==> config.mk <==
export PLATFORM = sky130hd
export DESIGN_NAME = hilo_muldiv_unit
export DESIGN_NICKNAME = d
export VERILOG_FILES = /design/src/rtl/hilo_pkg.sv /design/src/rtl/hilo_iter_core.sv /design/src/rtl/hilo_muldiv_unit.sv
export SDC_FILE = /design/constraint.sdc
export NUM_CORES = 1
export LEC_CHECK = 0
export ABC_AREA = 1
export ABC_CLOCK_PERIOD_IN_PS = 18410
export CAP_MARGIN = 40
export CORE_UTILIZATION = 55
export DETAILED_ROUTE_END_ITERATION = 6
export PLACE_DENSITY = 0.75
export SKIP_LAST_GASP = 1
export SLEW_MARGIN = 20
export SYNTH_ARGS = -nofsm -noshare
export SYNTH_HDL_FRONTEND = slang
export SYNTH_SLANG_ARGS = --single-unit
==> constraint.sdc <==
create_clock -name clk -period 18.41 [get_ports clk]
set_input_delay 1.841 -clock clk [delete_from_list [all_inputs] [get_ports clk]]
set_output_delay 1.841 -clock clk [all_outputs]
set_load 0.05 [all_outputs]
==> src/rtl/hilo_pkg.sv <==
// Shared encodings for the HI/LO multiply/divide unit: op codes, FSM states
// and read-port select values.
package hilo_pkg;

  localparam logic [1:0] OP_MULTU = 2'b00;
  localparam logic [1:0] OP_MULT  = 2'b01;
  localparam logic [1:0] OP_DIVU  = 2'b10;
  localparam logic [1:0] OP_DIV   = 2'b11;

  typedef enum logic [1:0] {
    S_IDLE,
    S_RUN,
    S_FIX,
    S_DONE
  } state_e;

  localparam logic RD_LO = 1'b0;
  localparam logic RD_HI = 1'b1;

endpackage

==> src/rtl/hilo_iter_core.sv <==
// Iterative datapath shared by multiply (shift-add) and divide (restoring
// shift-subtract); one step per cycle while i_step is high, operating on magnitudes.
module hilo_iter_core #(
  parameter int unsigned WIDTH = 32
) (
  input  logic               clk,
  input  logic               rst,
  input  logic               i_load,
  input  logic               i_step,
  input  logic               i_is_div,
  input  logic [WIDTH-1:0]   i_a,
  input  logic [WIDTH-1:0]   i_b,
  output logic [2*WIDTH-1:0] o_acc
);

  logic [2*WIDTH-1:0] r_acc;
  logic [WIDTH-1:0]   r_opnd;
  logic               r_is_div;

  logic [WIDTH:0]     w_sum;
  logic [WIDTH:0]     w_rem_shift;
  logic [WIDTH:0]     w_diff;
  logic [2*WIDTH-1:0] w_acc_next;

  // Multiply: acc = {partial, multiplier}, add multiplicand on lsb, shift right.
  // Divide: acc = {remainder, dividend/quotient}, shift left, keep diff on no borrow.
  always_comb begin
    w_sum       = {1'b0, r_acc[2*WIDTH-1:WIDTH]} + (r_acc[0] ? {1'b0, r_opnd} : '0);
    w_rem_shift = r_acc[2*WIDTH-1:WIDTH-1];
    w_diff      = w_rem_shift - {1'b0, r_opnd};
    w_acc_next  = {w_sum, r_acc[WIDTH-1:1]};
    if (r_is_div) begin
      if (w_diff[WIDTH]) begin
        w_acc_next = {r_acc[2*WIDTH-2:0], 1'b0};
      end else begin
        w_acc_next = {w_diff[WIDTH-1:0], r_acc[WIDTH-2:0], 1'b1};
      end
    end
  end

  always_ff @(posedge clk or posedge rst) begin
    if (rst) begin
      r_acc    <= '0;
      r_opnd   <= '0;
      r_is_div <= 1'b0;
    end else if (i_load) begin
      r_is_div <= i_is_div;
      r_opnd   <= i_is_div ? i_b : i_a;
      r_acc    <= {{WIDTH{1'b0}}, (i_is_div ? i_a : i_b)};
    end else if (i_step) begin
      r_acc <= w_acc_next;
    end
  end

  assign o_acc = r_acc;

endmodule

==> src/rtl/hilo_muldiv_unit.sv <==
// Multi-cycle mult/multu/div/divu unit owning HI/LO with a start/busy/done handshake.
// Signed op support is enabled by defining SIGNED_MULDIV_EN.
module hilo_muldiv_unit
  import hilo_pkg::*;
#(
  parameter int unsigned WIDTH = 32
) (
  input  logic             clk,
  input  logic             rst,
  input  logic             start,
  input  logic [1:0]       op,
  input  logic [WIDTH-1:0] a,
  input  logic [WIDTH-1:0] b,
  output logic             busy,
  output logic             done,
  output logic             div_zero,
  input  logic             rd_en,
  input  logic             rd_sel,
  output logic [WIDTH-1:0] rd_data,
  output logic             rd_stall
);

  localparam int unsigned CW = $clog2(WIDTH);

  state_e             r_state;
  state_e             w_state_next;
  logic [CW-1:0]      r_count;
  logic               r_is_div;
  logic               r_signed;
  logic               r_sign_a;
  logic               r_sign_b;
  logic               r_b_zero;
  logic               r_div_zero;
  logic [WIDTH-1:0]   r_a;
  logic [WIDTH-1:0]   r_hi;
  logic [WIDTH-1:0]   r_lo;

  logic               w_accept;
  logic               w_signed_in;
  logic               w_neg;
  logic [WIDTH-1:0]   w_mag_a;
  logic [WIDTH-1:0]   w_mag_b;
  logic [WIDTH-1:0]   w_q;
  logic [WIDTH-1:0]   w_r;
  logic [WIDTH-1:0]   w_hi_next;
  logic [WIDTH-1:0]   w_lo_next;
  logic [2*WIDTH-1:0] w_acc;
  logic [2*WIDTH-1:0] w_prod;

  assign w_accept = start && ((r_state == S_IDLE) || (r_state == S_DONE));

`ifdef SIGNED_MULDIV_EN
  assign w_signed_in = op[0];
`else
  // op[0] has no effect in the unsigned-only build
  assign w_signed_in = op[0] & 1'b0;
`endif

  assign w_mag_a = (w_signed_in && a[WIDTH-1]) ? -a : a;
  assign w_mag_b = (w_signed_in && b[WIDTH-1]) ? -b : b;

  hilo_iter_core #(
    .WIDTH (WIDTH)
  ) u_core (
    .clk      (clk),
    .rst      (rst),
    .i_load   (w_accept),
    .i_step   (r_state == S_RUN),
    .i_is_div (op[1]),
    .i_a      (w_mag_a),
    .i_b      (w_mag_b),
    .o_acc    (w_acc)
  );

  always_ff @(posedge clk or posedge rst) begin
    if (rst) begin
      r_state <= S_IDLE;
    end else begin
      r_state <= w_state_next;
    end
  end

  always_comb begin
    w_state_next = r_state;
    case (r_state)
      S_IDLE:  if (start) w_state_next = S_RUN;
      S_RUN:   if (r_count == '0) w_state_next = S_FIX;
      S_FIX:   w_state_next = S_DONE;
      S_DONE:  w_state_next = start ? S_RUN : S_IDLE;
      default: w_state_next = S_IDLE;
    endcase
  end

  // Sign correction applied once on the magnitude result in FIX.
  always_comb begin
    w_neg     = r_signed & (r_sign_a ^ r_sign_b);
    w_q       = w_acc[WIDTH-1:0];
    w_r       = w_acc[2*WIDTH-1:WIDTH];
    w_prod    = w_neg ? -w_acc : w_acc;
    w_hi_next = w_prod[2*WIDTH-1:WIDTH];
    w_lo_next = w_prod[WIDTH-1:0];
    if (r_is_div) begin
      if (r_b_zero) begin
        w_lo_next = (r_signed && r_sign_a) ? WIDTH'(1) : '1;
        w_hi_next = r_a;
      end else begin
        w_lo_next = w_neg ? -w_q : w_q;
        w_hi_next = (r_signed && r_sign_a) ? -w_r : w_r;
      end
    end
  end

  always_ff @(posedge clk or posedge rst) begin
    if (rst) begin
      r_count    <= '0;
      r_is_div   <= 1'b0;
      r_signed   <= 1'b0;
      r_sign_a   <= 1'b0;
      r_sign_b   <= 1'b0;
      r_b_zero   <= 1'b0;
      r_div_zero <= 1'b0;
      r_a        <= '0;
      r_hi       <= '0;
      r_lo       <= '0;
    end else begin
      if (w_accept) begin
        r_count    <= CW'(WIDTH - 1);
        r_is_div   <= op[1];
        r_signed   <= w_signed_in;
        r_sign_a   <= a[WIDTH-1];
        r_sign_b   <= b[WIDTH-1];
        r_b_zero   <= (b == '0);
        r_a        <= a;
        r_div_zero <= 1'b0;
      end else if (r_state == S_RUN) begin
        r_count <= r_count - CW'(1);
      end
      if (r_state == S_FIX) begin
        r_hi       <= w_hi_next;
        r_lo       <= w_lo_next;
        r_div_zero <= r_is_div & r_b_zero;
      end
    end
  end

  assign busy     = (r_state == S_RUN) || (r_state == S_FIX);
  assign done     = (r_state == S_DONE);
  assign div_zero = r_div_zero;
  assign rd_stall = rd_en & busy;
  assign rd_data  = (rd_sel == RD_HI) ? r_hi : r_lo;

endmodule

==> results.json <==
{
  "report.power.total_mw": 3.399,
  "status": "finished, final reports clean",
  "critical_path.slowest_cell": "clkdlybuf4s50_1",
  "unrepaired_setup_endpoints_after_global_routing": "no",
  "initial_core_util_pct": 56.13,
  "clk-insertion-delay-late_ns": 0.54,
  "cts.path.max_buffers": 3,
  "async_reset_ff_share_pct": 100.0,
  "antenna_cells_inserted": 0,
  "grt_use_total_pct": 37.23,
  "cellPowerDensity_nw_per_um2": 196.9,
  "number_of_enable_type_register_cells_in_the_synthesized_netlist": 0,
  "first_pass_iters": 6,
  "finalMaxSlewViolations": 0,
  "dp.final_hpwl_mm": 39.08,
  "final.setup.tns_ns": 0,
  "postRouteAntennaNets": 0,
  "ys_ff_latch": 202,
  "fillCellCount": 2445,
  "drc_markers": 0,
  "grt_antenna_before_repair": 0,
  "route.vias.total": 15440,
  "total_wirelength_mm": 51.71,
  "mappedNetlistArea_um2": 15130,
  "finalSetupViolations": 0,
  "synth_seq_area_share_pct": 33.42,
  "gp_congestion": 1.037,
  "r2r_slack_ns": 14.95,
  "cts_max_level": 1,
  "cp_data_arrival_time_ns": 3.94,
  "grt_first_pass_wirelength_mm": 81.90,
  "post-cts-setup-buffers": 0,
  "cp_num_buf_inv": 3,
  "core_area_um2": 26950,
  "cts_tree": "yes",
  "path_delay_family": "buffers and inverters",
  "drive_gt1_share_pct": 6.517,
  "clk_pin_slew_worst_paths_ns": 0.06,
  "finalHoldViolCount": 0,
  "number_of_instances_resized_during_post_cts_repair": 0,
  "critical-path-top-cell-by-count": "clkdlybuf4s50_1",
  "worstPathCellList": "clkdlybuf4s50_1 -> buf_4 -> nor2_1 -> a21oi_1 -> clkdlybuf4s50_1",
  "area.growth.synth_to_final_pct": 14.11,
  "clk_root_buffer_cell": "clkbuf_16",
  "synth_fp_nets": 2386,
  "grt_start_max_net_pins": 87,
  "max_slew.worst_pin.slew_ns": 0.7700,
  "critPathMaxStageDelay_ns": 0.85,
  "final_min_period_over_clock_period_pct": 31.40,
  "cts-buffers-inserted": 23,
  "yosys_warnings": 0,
  "peak_clock_frequency_supported_by_timing_ghz": 0.1730,
  "num-nets-final": 2444,
  "grt_pass1_vias": 14880,
  "fin_worst_skew_ns": 0.01342,
  "number_of_top_level_pins": 107,
  "min_path_type": "register to register",
  "leakagePower_nw": 8.931,
  "max_cap_violations": 0,
  "post_synth_inst_count": 2242,
  "dr.first_iter.drc_count": 1599,
  "overall_die_area_um2": 28170,
  "critical_path_peak_fanout": 35,
  "yosys_most_used_dff": "dfrtp_1",
  "horizontal_die_dimension_um": 167.8,
  "num_rows": 60,
  "global_route.overflow_total": 0,
  "wl_per_cell_um": 19.45,
  "clkSinkCount": 202,
  "cp_data_required_time_ns": 16.57,
  "layout.area.seq_um2": 5055,
  "final_area_um2": 17260,
  "maxSlewHeadroom_pct": 48.12,
  "synth_cell_type_count": 48,
  "multi_input_area_um2": 8417,
  "holdBufCountCts": 0,
  "peakVddDrop_uv": 160.9,
  "via_per_inst": 5.807,
  "portBuffers": 105,
  "shortest_clock_period_the_worst_path_allows_after_layout_ns": 5.781,
  "die_h_um": 167.8,
  "placed_area_um2": 16440,
  "critical_path_class": "input pin to primary output",
  "worstSetupEndpointType": "primary output",
  "post_synth.cell_area_avg_um2": 6.747,
  "timing.critical_path.from_type": "input pin"
}
==> cell usage after synthesis, types with 3 or more instances <==
cell        n  area share (%)
nand4_1    15            0.62
nor2_2      4            0.17
a21o_1      5            0.25
ha_1       71             5.9
nand3b_1    5            0.25
buf_1       8            0.20
nand2_4     4            0.30
xnor2_1    10            0.58
dfrtp_1   202              33
a221oi_1   30             1.7
nand2_1   677              17
o211ai_1    4            0.20
a21oi_1   166             5.5
nand3_2    19             1.3
nor4_1     11            0.45
buf_2       5            0.17
o21bai_1   10            0.50
o21ai_0   164             5.4
mux2_2     29             2.2
or2_2       8            0.33
inv_1     337             8.4
nor2_1    150             3.7
nor3_1     13            0.43
o21ai_1     4            0.13
a22oi_1    32             1.6
nand3_1   107             3.5
nand2_2    17            0.70
clkbuf_1   73             1.8
xor2_1      3            0.17
a31oi_1    31             1.3
==> worst paths after layout <==
check,cells after the start,from,to
worst max-delay path,5,rd_sel,rd_data[31]
worst min-delay path,2,r_b_zero$_DFFE_PP0P_,r_b_zero$_DFFE_PP0P_
worst max register to register,20,u_core.o_acc[0]$_DFFE_PP0P_,u_core.o_acc[49]$_DFFE_PP0P_
worst min register to register,2,r_b_zero$_DFFE_PP0P_,r_b_zero$_DFFE_PP0P_
max in group asynchronous,4,rst,u_core.o_acc[63]$_DFFE_PP0P_
min in group asynchronous,2,rst,r_lo[17]$_DFFE_PP0P_
==> routing by layer <==
metal	vias up	wire length, um	GRT usage [%]
met1	7294	22660	52.16
met4	0	1605	12.41
met3	99	4560	5.595
met5	-	0	0
met2	655	22880	58.99
li1	7388	-	-
==> placed cells by master (no fill, tap or decap), drive strengths merged, types with 29 or more instances in the layout <==
master / netlist / layout
ha: 71 / 71
a221oi: 30 / 30
a22oi: 33 / 33
inv: 338 / 339
mux2: 29 / 29
nor2: 156 / 156
nand3: 127 / 127
a31oi: 31 / 31
dfrtp: 202 / 202
a21oi: 167 / 167
nand2: 700 / 700
clkbuf: 73 / 33
clkdlybuf4s50: 0 / 104
o21ai: 168 / 168
==> registers in the layout (all words and copies together) (netlist names) <==
register and flops:
r_count 5, r_b_zero 1, u_core.o_acc 64, r_is_div 1
div_zero 1, r_state 2, r_lo 32, u_core.r_opnd 32
r_a 32, r_hi 32
==> report_power, final <==
part           switching (mW)  internal (mW)
registers               0.173          0.655
logic                    1.39          0.687
clock network           0.199          0.297
total                    1.76           1.64
==> worst min-delay path, delay by kind of cell (launching register included) <==
kind,cells,cell delay [ns]
compound gates,1,0.06
flops,1,0.34
simple gates,1,0.05
==> logic make-up (layout without fill, tap and decap cells) <==
logic type               Yosys count  after routing  synth area share (%)
XOR/XNOR                          13             13                0.7527
multiplexers                      29             29                 2.159
AND/OR/NAND/NOR                 1037           1037                 29.18
adder cells (fa/ha/maj)           73             73                 6.137
flip-flops                       202            202                 33.42
buffers and inverters            432            507                 11.17
AO/OA/AOI/OAI                    456            456                 17.18
==> stage by stage <==
stage	util (%)	instances	hold WS, ns	setup WS (ns)
after floorplan	-	2242	0.4494	11.06
after global placement	60.64	2611	0.4651	12.69
after detailed placement	60.99	2615	0.4732	12.64
after CTS	63.95	2657	0.4845	12.65
after global routing	64.05	2658	0.5060	12.56
final	64.05	2658	0.4838	12.63
==> cell type report <==
type / count / share of cell area (%)
inverter: 340 / 7.437
tap: 341 / 2.472
multi-input combinational: 1608 / 48.76
clock buffer: 33 / 3.668
clock inverter: 9 / 0.9423
timing repair buffer: 125 / 7.437
sequential: 202 / 29.28
Note: power is estimated with default switching activity, not from simulation.
==> patch 1 (same settings) <==
`WIDTH` is set to 32 in 2 places; all go to 16.
--- a/src/rtl/hilo_iter_core.sv
+++ b/src/rtl/hilo_iter_core.sv
@@ -1,7 +1,7 @@
 // Iterative datapath shared by multiply (shift-add) and divide (restoring
 // shift-subtract); one step per cycle while i_step is high, operating on magnitudes.
 module hilo_iter_core #(
-  parameter int unsigned WIDTH = 32
+  parameter int unsigned WIDTH = 16
 ) (
   input  logic               clk,
   input  logic               rst,
--- a/src/rtl/hilo_muldiv_unit.sv
+++ b/src/rtl/hilo_muldiv_unit.sv
@@ -3,7 +3,7 @@
 module hilo_muldiv_unit
   import hilo_pkg::*;
 #(
-  parameter int unsigned WIDTH = 32
+  parameter int unsigned WIDTH = 16
 ) (
   input  logic             clk,
   input  logic             rst,
Interface: changed (resized a, b and rd_data); port bits go from 107 to 59. No check against the original RTL was run, so the function may have changed too.
==> patch 1 against the unedited design <==
Design area fell by 51%; global-route usage fell by 7.8 points; synthesized area fell by 51%; sequential cell count fell by 97; sequential power fell by 49%; setup slack improved by 0.21 ns; sequential share of layout area rose by 1.8 points; critical endpoint is now rd_data[15]; routed wire length fell by 61%; total power fell by 51%.
==> patch 1: results (changes against the unedited design) <==
Count of buffers from port buffering: 57 (was 105). The number of global-route vias before repair is 6504 (was 14900), and the actual slew at the worst max-slew pin is 0.781 ns (was 0.770 ns). The wire length of the first global-routing pass was 32.7 mm (was 81.9 mm); the fill cell total of the finished layout was 1248 (was 2445). The tools report the final weighted congestion in routability-driven placement as 0.929 (was 1.04). Half-perimeter wire length after placement: 14.5 mm (was 39.1 mm). Portion of netlist area occupied by mux cells: 2.26% (was 2.16%).

The area share of buffers outside the clock network was 8.00% (was 7.44%); the H-tree depth reported by CTS was 3 (was 1). Sequential cell area fraction in the yosys report: 35.2% (was 33.4%). The largest clock skew in the final design came out at 0.00736 ns (was 0.0134 ns). The power drawn by the combinational cells was 1.03 mW (was 2.07 mW); the switching power share of the total was 51.7% (was 51.8%).

Top cells by instance count after synthesis: sky130_fd_sc_hd__nand2_1 (301), sky130_fd_sc_hd__inv_1 (130), sky130_fd_sc_hd__dfrtp_1 (105) (was sky130_fd_sc_hd__nand2_1 (677), sky130_fd_sc_hd__inv_1 (337), sky130_fd_sc_hd__dfrtp_1 (202)). The global-route usage over all layers is 29.4% (was 37.2%). Cell types with the largest area share after synthesis: sky130_fd_sc_hd__dfrtp_1 (35%), sky130_fd_sc_hd__nand2_1 (15%), sky130_fd_sc_hd__inv_1 (6.5%) (was sky130_fd_sc_hd__dfrtp_1 (33%), sky130_fd_sc_hd__nand2_1 (17%), sky130_fd_sc_hd__inv_1 (8.4%)).

Compound-gate portion of the synthesized area: 14.4% (was 17.2%). The flow ran to the end, and the final reports show no timing, DRC or antenna violations. The tools report the number of nets in the layout as 1185 (was 2444). The global-route track usage on met2 is 48.6% (was 59.0%), and the total power divided by cell area is 196 mW/mm² (was 197 mW/mm²). The multi-input logic cell count was 786 (was 1608); the footprint of the flip-flops and latches was 0.00263 mm² (was 0.00505 mm²). The launch instance of the worst register-to-register path was r_state[0] (was u_core.o_acc[0]).

The routed length on met3 came out at 1.09 mm (was 4.56 mm).
patch 1: worst min path at each step:
| stage | start | to | slack (ns) |
|---|---|---|---|
| global placement | r_a[10] | r_a[10] | 0.46 |
| CTS | r_a[3] | r_a[3] | 0.49 |
| finish | r_a[3] | r_a[3] | 0.48 |
| global route | r_a[3] | r_a[3] | 0.50 |
| detailed placement | r_a[3] | r_a[3] | 0.47 |
| floorplan | r_a[0] | r_a[0] | 0.45 |
patch 1: metrics by stage:
step	cells	area, µm²
floorplan	1074	7460
global placement	1268	8100
detailed placement	1269	8120
CTS	1285	8430
global route	1287	8460
finish	1287	8460
patch 1: cell families (layout without fill, tap and decap cells):
family	count (synthesis)	count (layout)
muxes	15	15
DFF	105	105
buffers and inverters	183	220
xor gates and xnor gates	8	8
AOI/OAI and AO/OA	197	197
adders and majority gates	40	40
and+or+nand+nor	526	526
==> patch 2 (config.mk and constraints unchanged) <==
Made on the original files. Re-encode `state_e` (4 states) as one-hot, 4 bits wide.
--- a/src/rtl/hilo_pkg.sv
+++ b/src/rtl/hilo_pkg.sv
@@ -7,11 +7,11 @@
   localparam logic [1:0] OP_DIVU  = 2'b10;
   localparam logic [1:0] OP_DIV   = 2'b11;
 
-  typedef enum logic [1:0] {
-    S_IDLE,
-    S_RUN,
-    S_FIX,
-    S_DONE
+  typedef enum logic [3:0] {
+    S_IDLE = 4'b0001,
+    S_RUN  = 4'b0010,
+    S_FIX  = 4'b0100,
+    S_DONE = 4'b1000
   } state_e;
 
   localparam logic RD_LO = 1'b0;
Function: same outputs for any inputs over 10 cycles, from zero or initial values and one cycle with rst high; not proved beyond that.
==> patch 2 against the unedited design <==
Total power decreased by 5.0%; design area rose by 0.33%; register-to-register slack better by 0.19 ns; die area hardly changed; largest cell class unchanged; synthesized area about the same; setup slack better by 0.43 ns; critical path depth stayed put; highest routed layer unchanged; sequential cell count is 2 higher; routed wire length increased by 1.2%.
==> patch 2: results (changes against the unedited design) <==
The register-to-register path setup slack came out at 15.14 ns (was 14.95 ns). The run finished with clean final reports. Total power divided by cell area: 187 mW/mm² (was 197 mW/mm²). Top cells by instance count after synthesis: sky130_fd_sc_hd__nand2_1 (725), sky130_fd_sc_hd__inv_1 (371), sky130_fd_sc_hd__o21ai_0 (223) (was sky130_fd_sc_hd__nand2_1 (677), sky130_fd_sc_hd__inv_1 (337), sky130_fd_sc_hd__dfrtp_1 (202)). Total wirelength of the detailed-routed design: 52.3 mm (was 51.7 mm). The cell count after synthesis is 2322 (was 2242). Cell types with the largest area share after synthesis: sky130_fd_sc_hd__dfrtp_1 (34%), sky130_fd_sc_hd__nand2_1 (18%), sky130_fd_sc_hd__inv_1 (9.2%) (was sky130_fd_sc_hd__dfrtp_1 (33%), sky130_fd_sc_hd__nand2_1 (17%), sky130_fd_sc_hd__inv_1 (8.4%)).

The fraction of layout cells with a size suffix above 1 is 4.96% (was 6.52%), and the power drawn by the combinational cells is 1.88 mW (was 2.07 mW). The DRC violation total after the first TritonRoute iteration is 1900 (was 1599). The tools report the global-route usage over all layers as 37.0% (was 37.2%). The run gives 24 (was 23) as the TritonCTS buffer count. The largest net degree at the start of global routing came out at 92 (was 87). Final hold slack: 0.484 ns (about the same). The number of global-route vias before repair was 14900 (about the same).

For the data arrival time of the critical path, the log shows 3.51 ns (was 3.94 ns). For the fill cell total of the finished layout, the log shows 2465 (was 2445). For the post-placement cell area, the log shows 0.0164 mm² (about the same). Biggest fanout along the worst timing path: 49 (was 35). The number of placed instances with taps included is 2693 (was 2615), and the highest cell delay on the worst timing path is 0.88 ns (was 0.85 ns).

The logs give 9.00 nW (was 8.93 nW) for the leakage power summed over all cells and 2520 (was 2444) for the number of nets in the layout. The final weighted congestion in routability-driven placement was 0.951 (was 1.04). The post-route clock period utilization was 29.1% (was 31.4%).

The half-perimeter wire length after placement was 39.5 mm (was 39.1 mm). The run gives 15800 (was 15400) as the routed via count. The run gives 1.57 mW (was 1.64 mW) as the cell internal power dissipation.
## patch 2: final timing paths
path	from	cells after the start	endpoint
setup / recovery	rd_sel	5	rd_data[28]
hold / removal	r_a[16]	2	r_a[16]
setup reg to reg	r_is_div	9	r_lo[18]
hold reg to reg	r_a[16]	2	r_a[16]
max in group asynchronous	rst	3	u_core.o_acc[61]
min in group asynchronous	rst	2	r_lo[4]
## patch 2: final cells by class
type | instances | area (µm²) | share of cell area (%)
flip-flops and latches | 204 | 5110 | 29.5
multi-input cells | 1649 | 8220 | 47.4
clock inverters | 10 | 148 | 0.853
repair buffers | 127 | 1300 | 7.49
clock buffers | 34 | 708 | 4.09
inverters | 375 | 1420 | 8.17
well taps | 341 | 427 | 2.46
## patch 2: worst max-delay path: cells and delay by family
family / cells / cell delay [ns]
AO/OA/AOI/OAI: 1 / 0.14
buffers and inverters: 3 / 1.43
AND/OR/NAND/NOR: 1 / 0.07
## patch 2: logic make-up (layout without fill, tap and decap cells)
logic type / Yosys count / count (layout) / synth area share, %
xor gates and xnor gates: 14 / 14 / 0.810
DFF: 204 / 204 / 33.7
buffers and inverters: 469 / 546 / 12.1
adders and majority gates: 68 / 68 / 5.72
AOI/OAI and AO/OA: 495 / 495 / 18.0
and+or+nand+nor: 1072 / 1072 / 29.7
## patch 2: layer usage
metal / routed length (µm) / share of wire (%) / vias up / GRT usage, %
li1: - / - / 7526 / -
met1: 22100 / 42 / 7436 / 50.4
met2: 24000 / 46 / 778 / 60.2
met3: 4360 / 8.3 / 107 / 5.27
met4: 1890 / 3.6 / 0 / 13.1
met5: 0 / 0 / - / 0
